File: config.mk
export PLATFORM = sky130hd
export DESIGN_NAME = homography_responder
export DESIGN_NICKNAME = d
export VERILOG_FILES = /design/src/rtl/homography_responder.sv
export SDC_FILE = /design/constraint.sdc
export NUM_CORES = 2
export LEC_CHECK = 0
export ABC_CLOCK_PERIOD_IN_PS = 8100
export CELL_PAD_IN_SITES_DETAIL_PLACEMENT = 0
export CELL_PAD_IN_SITES_GLOBAL_PLACEMENT = 1
export CORE_MARGIN = 8
export CORE_UTILIZATION = 41
export CTS_CLUSTER_DIAMETER = 50
export CTS_CLUSTER_SIZE = 40
export DETAILED_ROUTE_END_ITERATION = 6
export HOLD_SLACK_MARGIN = 0.1
export PLACE_DENSITY = 0.67
export SYNTH_ARGS = -nofsm -noshare
export SYNTH_HDL_FRONTEND = slang
export SYNTH_SLANG_ARGS = --single-unit
File: constraint.sdc
create_clock -name clk_25 -period 8.1 [get_ports clk_25]
set_input_delay 1.215 -clock clk_25 [delete_from_list [all_inputs] [get_ports clk_25]]
set_output_delay 1.215 -clock clk_25 [all_outputs]
set_load 0.03 [all_outputs]
File: src/rtl/homography_responder.sv
// Affine query responder: maps (x,y) through a Q8.8 2x3 transform and
// returns the RGB565 frame pixel at fixed latency. HOMO_OOB_CNT_EN adds oob_count.
module homography_responder #(
  parameter int IMG_W   = 640,
  parameter int IMG_H   = 480,
  parameter int MEM_LAT = 2
) (
  input  logic        clk_25,
  input  logic        rst_n,
  input  logic [9:0]  query_x,
  input  logic [9:0]  query_y,
  input  logic        start,
  output logic [9:0]  return_x,
  output logic [9:0]  return_y,
  output logic [4:0]  r,
  output logic [5:0]  g,
  output logic [4:0]  b,
  output logic        ready,
  output logic        mem_rd,
  output logic [18:0] mem_addr,
  input  logic [15:0] mem_rdata,
  input  logic        coef_wr,
  input  logic [2:0]  coef_sel,
  input  logic [19:0] coef_data,
  input  logic        coef_commit,
  output logic        commit_pending,
  output logic [15:0] oob_count
);

  localparam int L = MEM_LAT - 1;

  logic signed [15:0] sh_a, sh_b, sh_d, sh_e;
  logic signed [15:0] ac_a, ac_b, ac_d, ac_e;
  logic signed [19:0] sh_c, sh_f, ac_c, ac_f;

  logic               s1_v;
  logic [9:0]         s1_x, s1_y;
  logic               s2_v;
  logic [9:0]         s2_x, s2_y;
  logic signed [26:0] p_ax, p_by, p_dx, p_ey;
  logic               s3_v, s3_oob;
  logic [9:0]         s3_x, s3_y;
  logic [18:0]        s3_addr;

  logic [MEM_LAT-1:0]       tag_v, tag_oob;
  logic [MEM_LAT-1:0][9:0]  tag_x, tag_y;

  logic busy, do_copy;

  logic signed [26:0] xe, ye, a27, b27, d27, e27;
  logic signed [28:0] sum_x, sum_y;
  logic signed [20:0] sx, sy;
  logic               oob_c;
  logic [18:0]        addr_c;
  logic               unused_lsb;

  assign busy    = s1_v | s2_v | s3_v | (|tag_v) | ready;
  assign do_copy = (commit_pending | coef_commit) & ~start & ~busy;

  // Shadow writes, shadow-to-active copy when the pipe is empty
  always_ff @(posedge clk_25 or negedge rst_n) begin
    if (!rst_n) begin
      sh_a <= 16'sd256; sh_b <= '0; sh_c <= '0;
      sh_d <= '0; sh_e <= 16'sd256; sh_f <= '0;
      ac_a <= 16'sd256; ac_b <= '0; ac_c <= '0;
      ac_d <= '0; ac_e <= 16'sd256; ac_f <= '0;
      commit_pending <= 1'b0;
    end else begin
      if (coef_wr) begin
        case (coef_sel)
          3'd0:    sh_a <= coef_data[15:0];
          3'd1:    sh_b <= coef_data[15:0];
          3'd2:    sh_c <= coef_data;
          3'd3:    sh_d <= coef_data[15:0];
          3'd4:    sh_e <= coef_data[15:0];
          3'd5:    sh_f <= coef_data;
          default: ;
        endcase
      end
      if (do_copy) begin
        ac_a <= sh_a; ac_b <= sh_b; ac_c <= sh_c;
        ac_d <= sh_d; ac_e <= sh_e; ac_f <= sh_f;
        commit_pending <= 1'b0;
      end else if (coef_commit) begin
        commit_pending <= 1'b1;
      end
    end
  end

  // Operand extension to product width
  always_comb begin
    xe  = {17'b0, s1_x};
    ye  = {17'b0, s1_y};
    a27 = {{11{ac_a[15]}}, ac_a};
    b27 = {{11{ac_b[15]}}, ac_b};
    d27 = {{11{ac_d[15]}}, ac_d};
    e27 = {{11{ac_e[15]}}, ac_e};
  end

  // Sums, rounding, bounds check and linear address
  always_comb begin
    sum_x = {{2{p_ax[26]}}, p_ax} + {{2{p_by[26]}}, p_by}
          + {{9{ac_c[19]}}, ac_c} + 29'sd128;
    sum_y = {{2{p_dx[26]}}, p_dx} + {{2{p_ey[26]}}, p_ey}
          + {{9{ac_f[19]}}, ac_f} + 29'sd128;
    sx    = sum_x[28:8];
    sy    = sum_y[28:8];
    oob_c = sx[20] | sy[20]
          | (sx[19:0] >= 20'(IMG_W))
          | (sy[19:0] >= 20'(IMG_H));
    addr_c = '0;
    if (!oob_c)
      addr_c = sy[18:0] * 19'(IMG_W) + sx[18:0];
  end

  assign unused_lsb = ^{sum_x[7:0], sum_y[7:0]};

  // S1 capture, S2 products, S3 mapped address
  always_ff @(posedge clk_25 or negedge rst_n) begin
    if (!rst_n) begin
      s1_v <= 1'b0; s1_x <= '0; s1_y <= '0;
      s2_v <= 1'b0; s2_x <= '0; s2_y <= '0;
      p_ax <= '0; p_by <= '0; p_dx <= '0; p_ey <= '0;
      s3_v <= 1'b0; s3_oob <= 1'b0;
      s3_x <= '0; s3_y <= '0; s3_addr <= '0;
    end else begin
      s1_v <= start;
      s1_x <= query_x;
      s1_y <= query_y;
      s2_v <= s1_v;
      s2_x <= s1_x;
      s2_y <= s1_y;
      p_ax <= a27 * xe;
      p_by <= b27 * ye;
      p_dx <= d27 * xe;
      p_ey <= e27 * ye;
      s3_v    <= s2_v;
      s3_x    <= s2_x;
      s3_y    <= s2_y;
      s3_oob  <= oob_c;
      s3_addr <= addr_c;
    end
  end

  assign mem_rd   = s3_v & ~s3_oob;
  assign mem_addr = s3_addr;

  // Tags ride alongside the memory read latency
  always_ff @(posedge clk_25 or negedge rst_n) begin
    if (!rst_n) begin
      tag_v   <= '0;
      tag_oob <= '0;
      tag_x   <= '0;
      tag_y   <= '0;
    end else begin
      tag_v[0]   <= s3_v;
      tag_oob[0] <= s3_oob;
      tag_x[0]   <= s3_x;
      tag_y[0]   <= s3_y;
      for (int i = 1; i < MEM_LAT; i++) begin
        tag_v[i]   <= tag_v[i-1];
        tag_oob[i] <= tag_oob[i-1];
        tag_x[i]   <= tag_x[i-1];
        tag_y[i]   <= tag_y[i-1];
      end
    end
  end

  // Result registers hold between strobes
  always_ff @(posedge clk_25 or negedge rst_n) begin
    if (!rst_n) begin
      ready    <= 1'b0;
      return_x <= '0;
      return_y <= '0;
      r        <= '0;
      g        <= '0;
      b        <= '0;
    end else begin
      ready <= tag_v[L];
      if (tag_v[L]) begin
        return_x <= tag_x[L];
        return_y <= tag_y[L];
        r <= tag_oob[L] ? 5'd0 : mem_rdata[15:11];
        g <= tag_oob[L] ? 6'd0 : mem_rdata[10:5];
        b <= tag_oob[L] ? 5'd0 : mem_rdata[4:0];
      end
    end
  end

`ifdef HOMO_OOB_CNT_EN
  logic [15:0] oob_q;

  // Saturating count of out-of-bounds results
  always_ff @(posedge clk_25 or negedge rst_n) begin
    if (!rst_n)
      oob_q <= '0;
    else if (tag_v[L] && tag_oob[L] && oob_q != 16'hFFFF)
      oob_q <= oob_q + 16'd1;
  end

  assign oob_count = oob_q;
`else
  assign oob_count = '0;
`endif

endmodule
* Word-level counts from Yosys, hierarchy flattened
Cells that the tools add are included.
** Operators by class
- Magnitude comparators :: 2
- Bitwise gates (word level) :: 14
- Reduce and logical (&&, ||, !) cells :: 9
- $mul :: 5
- Multiplexer cells :: 6
- Equal/unequal tests :: 5
- Add/sub/neg operators :: 7
** Operators by type and width (number)
- $mul 16x11->27 :: 4
- $add 28x20->29 :: 2
- $add 29x8->29 const B :: 2
- $add 27x27->28 :: 2
- $ge 20x10->1 const B :: 1
- $ge 20x9->1 const B :: 1
- $add 19x19->19 :: 1
- $mul 19x3->12 const B :: 1
- $mux 19 :: 1
- $reduce_and 2->1 :: 6
- $mux 5 :: 2
- $or 1x1->1 :: 8
- $eq 3x2->1 const B :: 2
- $eq 3x3->1 const B :: 2
- $mux 6 :: 1
- $and 1x1->1 :: 3
- $eq 3x1->1 const B :: 1
- $logic_not 3->1 :: 1
- $not 1->1 :: 3
- $mux 1 :: 2
- $reduce_bool 2->1 :: 1
- $reduce_or 2->1 :: 1
** Word-level totals
- Flip-flop bits (word level) :: 481
- Input port bits :: 64

* Logic depth before layout (Yosys ltp)
- Word-level depth :: 7
- Mapped depth :: 28

* Worst setup path after synthesis
Ideal clock, no wire load.
- Path type :: reg-to-reg
- Start :: register s1_x[2]
- End :: register p_ax[26]
- Arrival :: 5.722 ns
- Data required time :: 8.006 ns
- Clock period less this slack :: 5.816 ns
- Stages on the path, launching flop included :: 24
- Setup slack :: 2.284 ns
- Cell sequence :: dfrtp_1 -> clkbuf_1 -> nand2_1 -> fa_1 -> inv_1 -> fa_1 -> inv_1 -> fa_1 -> inv_1 -> fa_1 -> inv_1 -> fa_1 -> inv_1 -> ha_1 -> and2_1 -> nand3_1 -> nor3_1 -> o31ai_1 -> a211oi_1 -> o221a_2 -> a221o_1 -> or4_1 -> and3_1 -> a211oi_1
** On the way
- Longest elaborated chain between the ends :: 1
** Ends and longest elaborated chain
- start, declared :: line 37 : logic [9:0] s1_x, s1_y;
- start signal, assigned :: line 128 : s1_x <= query_x;
- $mul 16x11->27 :: line 133 : p_ax <= a27 * xe;
- end signal, assigned :: line 133
- end, declared :: line 40 : logic signed [26:0] p_ax, p_by, p_dx, p_ey;
No other way between the ends.
A chain may end at the register's enable or synchronous reset.

* Worst setup path in the final report
- Start :: register ac_f[5]
- End :: register s3_addr[18] (netlist: mem_addr[18])
** On the way
- Longest elaborated chain between the ends :: 6
- Elaborated cells between the ends (all ways) :: 9
- Those cells by class :: add/sub (3); mul (1); order compare (1); mux (1); bitwise (3)
** Ends and longest elaborated chain
- start, declared :: line 34 : logic signed [19:0] sh_c, sh_f, ac_c, ac_f;
- start signal, assigned :: line 66 : ac_d <= '0; ac_e <= 16'sd256; ac_f <= '0;
- start signal, assigned :: line 82 : ac_d <= sh_d; ac_e <= sh_e; ac_f <= sh_f;
- $add 28x20->29 * :: line 105 : + {{9{ac_f[19]}}, ac_f} + 29'sd128;
- $add 29x8->29 * :: line 105
- branches (longest 3 deep; another with $mul 19x3->12)
- $mux 19 * :: line 112 : if (!oob_c)
- net addr_c[18] :: line 54 : logic [18:0] addr_c;
- end signal, assigned :: line 141 : s3_addr <= addr_c;
- end, declared :: line 43 : logic [18:0] s3_addr;
Mark *: on every way through the listed nets, which the timed path passes.

==> flow_summary.yaml <==
finish:
  nNetsFinal: 5248
  layout-drive-gt1-share: 0.101
  fill_cells: 10130
  area_growth_pct: 11.4
  postLayoutCellArea_um2: 49500
  fin_util: 0.461
  layout.cells.non_filler: 5639
clock_network:
  cts_hold_buf: 0
  cts_tree: "built"
  clockBufferDepth: 3
  root_buffer: "clkbuf_16"
  cts_buffers: 69
  cts.sinks: 481
  clk_pin_slew_ns: 0.07
  post_cts_resized: 0
  cts-htree-levels: 3
  clk_latency_ns: 0.63
  postCtsSetupBuffers: 0
timing:
  finalMaxSlewViolations: 0
  setup_violations: 0
  post-route-period-util: 0.804
  worstMarginPinSlew_ns: 1.16
  fin_crit_ns: 6.52
  max_freq_mhz: 153
  finalSetupTns_ns: 0
  rsz0062_at_grt: "no"
  fin_worst_skew_ns: 0.0291
  slew_headroom: 0.228
  hold_viol_final: 0
logic_synthesis:
  synth_top_area_frac: 0.286
  yosysSeqAreaShare: 0.271
  async_reset_ff_frac: 1.00
  syn_avg_cell_area_um2: 10.8
  postSynthCellCount: 4112
  synth.largest_area_cell: "fa_1"
  synth_seq_cells: 481
  synth_ff_type: "dfrtp_1"
  synth_edf_count: 0
  synthTopCellsByArea: "fa_1, dfrtp_1, ha_1"
  synth_area_um2: 44400
  synth_cell_types: 80
  synth_warnings: 0
power:
  seqPwrFrac: 0.155
  leakage_nw: 23.0
  p_sw_frac: 0.489
  pwr-share-comb: 0.703
  pwr-share-clk: 0.142
  p_per_area_nw_per_um2: 453
  power.switching_mw: 11.0
  total_power_mw: 22.4
  p_int_mw: 11.4
  peakVddDrop_v: 0.00136
die:
  row_count: 120
  dieArea_um2: 119000
  ios: 138
  initial_core_util: 0.414
  die_h_um: 345
  die-width_um: 345
  design.core.area_um2: 107000
drt:
  detailedRoute.firstPassIterationCount: 5
  ant_nets: 0
  totalWireLength_um: 110000
  vias_per_cell: 5.00
  drc: 0
  post_drt_wl_per_cell_um: 19.5
  vias: 28181
  drt_iter0_drc: 1338
global_route:
  antenna_found_initial: 10
  gr-total-overflow: 0
  grt_pass1_wl_um: 179000
  grt.total_usage: 0.189
  grt_pass1_vias: 30874
  grt_start_max_net_pins: 137
placement:
  gp_congestion: 0.874
  place_area_um2: 47000
  dp.cells: 5510
  dp_hpwl_um: 86100
  io_buffers: 121
setup_path:
  cp_max_fo: 4
  arrival_ns: 7.04
  startpoint_type: "flip-flop"
  worstSetupPathType: "flip-flop to flip-flop"
  endpoint_kind: "flip-flop"
  critPathRequiredTime_ns: 8.62
run:
  drv_cap: 0
min_path:
  hold_class: "flip-flop to flip-flop"
outcome:
  outcome: "completed"
[registers in the layout, summed over array words and instances, names as in the netlist, 19 cells and up]
| name | flops |
|---|---|
| sh_f | 20 |
| tag_y | 20 |
| mem_addr | 19 |
| ac_c | 20 |
| p_ey | 27 |
| sh_c | 20 |
| ac_f | 20 |
| p_ax | 27 |
| p_by | 27 |
| tag_x | 20 |
| p_dx | 27 |
[power by group through the flow]
stage	sequential (mW)	clock [mW]	combinational (mW)
after floorplan	3.17	0	11.9
after CTS	3.49	3.28	15.7
after detailed placement	3.54	0	15.6
after global placement	3.53	0	15.6
final	3.47	3.18	15.7
after global routing	3.53	3.39	17.6
[final timing paths]
kind	endpoint	from	slack, ns	cells after the start
setup / recovery	mem_addr[18]	ac_f[5]	1.58	25
hold / removal	tag_y[11]	tag_y[1]	0.33	0
setup reg to reg	mem_addr[18]	ac_f[5]	1.58	25
hold reg to reg	tag_y[11]	tag_y[1]	0.33	0
max in group asynchronous	sh_e[14]	rst_n	5.77	3
min in group asynchronous	return_y[2]	rst_n	0.53	1
[cell usage after synthesis, drive strengths merged (8+ instances only)]
cell type	n
inv	710
fa	634
dfrtp	477
and2	381
ha	372
nand2	327
mux2	228
clkbuf	155
xnor2	117
a21oi	109
nor2	79
o21ai	79
a21o	44
nor3	42
xor2	34
nand3	28
a211oi	23
buf	22
and3	20
o21a	20
nand3b	19
nor2b	17
o21bai	17
or3	15
nand2b	13
nand4	11
a31oi	10
nor3b	8
nor4	8
[layout make-up]
type	count	area, um2	share of cell area
Clock buffer	76	1830	0.0369
Sequential cell	481	12000	0.244
Clock inverter	51	633	0.0128
Multi-Input combinational cell	2759	29000	0.587
Inverter	710	2670	0.0539
Timing Repair Buffer	157	1510	0.0306
Antenna cell	2	5.00	0.000101
Tap cell	1403	1760	0.0355
[metal layers]
metal,part of all wire,wire [um],track usage
met1,0.47,51600,0.264
met2,0.47,51100,0.310
met3,0.046,5070,0.0309
met4,0.019,2070,0.0436
met5,0,0,0
[kinds of logic after synthesis]
logic type	after synthesis	share of synthesized area
XOR/XNOR	152	0.0303
multiplexers	232	0.0588
other	1	0.0000845
adder cells (fa/ha/maj)	1006	0.391
AO/OA/AOI/OAI	371	0.0548
buffers and inverters	887	0.0767
flip-flops	481	0.271
AND/OR/NAND/NOR	982	0.117
[cells in the final DEF (no fill, tap or decap), types with 10 or more instances in the layout]
cell and count:
nor3_1 32, a21oi_1 107, xor2_1 34, mux2_2 228, nand3_1 28, clkbuf_16 72, o21a_1 20, and2_1 381
o21ai_0 74, nor2b_1 17, inv_8 12, dfrtp_1 475, conb_1 16, inv_6 13, fa_1 634, nand2_1 327
nor2_1 78, inv_1 710, nand2b_1 13, ha_1 372, xnor2_1 117, or3_1 15, buf_4 34, nand3b_1 19
a211oi_1 21, clkdlybuf4s50_1 120, o21bai_1 17, and3_1 19, a21o_1 44, nand4_1 10
[worst max-delay path, stage by stage (launching register included)]
cell,delay [ns]
dfrtp_1,0.34
inv_1,0.06
fa_1,0.53
inv_1,0.04
ha_1,0.27
ha_1,0.30
nand2_1,0.07
nor3_2,0.36
o21ai_0,0.24
xnor2_1,0.88
ha_1,0.40
ha_1,0.23
fa_1,0.45
a21oi_1,0.16
nor2_1,0.07
o21ai_0,0.14
a21oi_1,0.10
nor2_1,0.12
xnor2_1,0.14
ha_1,0.28
or3_1,0.31
o21ai_0,0.08
a21oi_1,0.08
xnor3_1,0.36
xnor2_1,0.14
nor4b_1,0.26
[stage by stage]
stage	setup WS (ns)	hold slack (ns)
floorplan	2.28	0.331
global placement	1.67	0.331
detailed placement	1.70	0.335
CTS	1.65	0.333
global route	1.16	0.330
finish	1.58	0.334
Note: power is estimated with default switching activity, not from simulation.
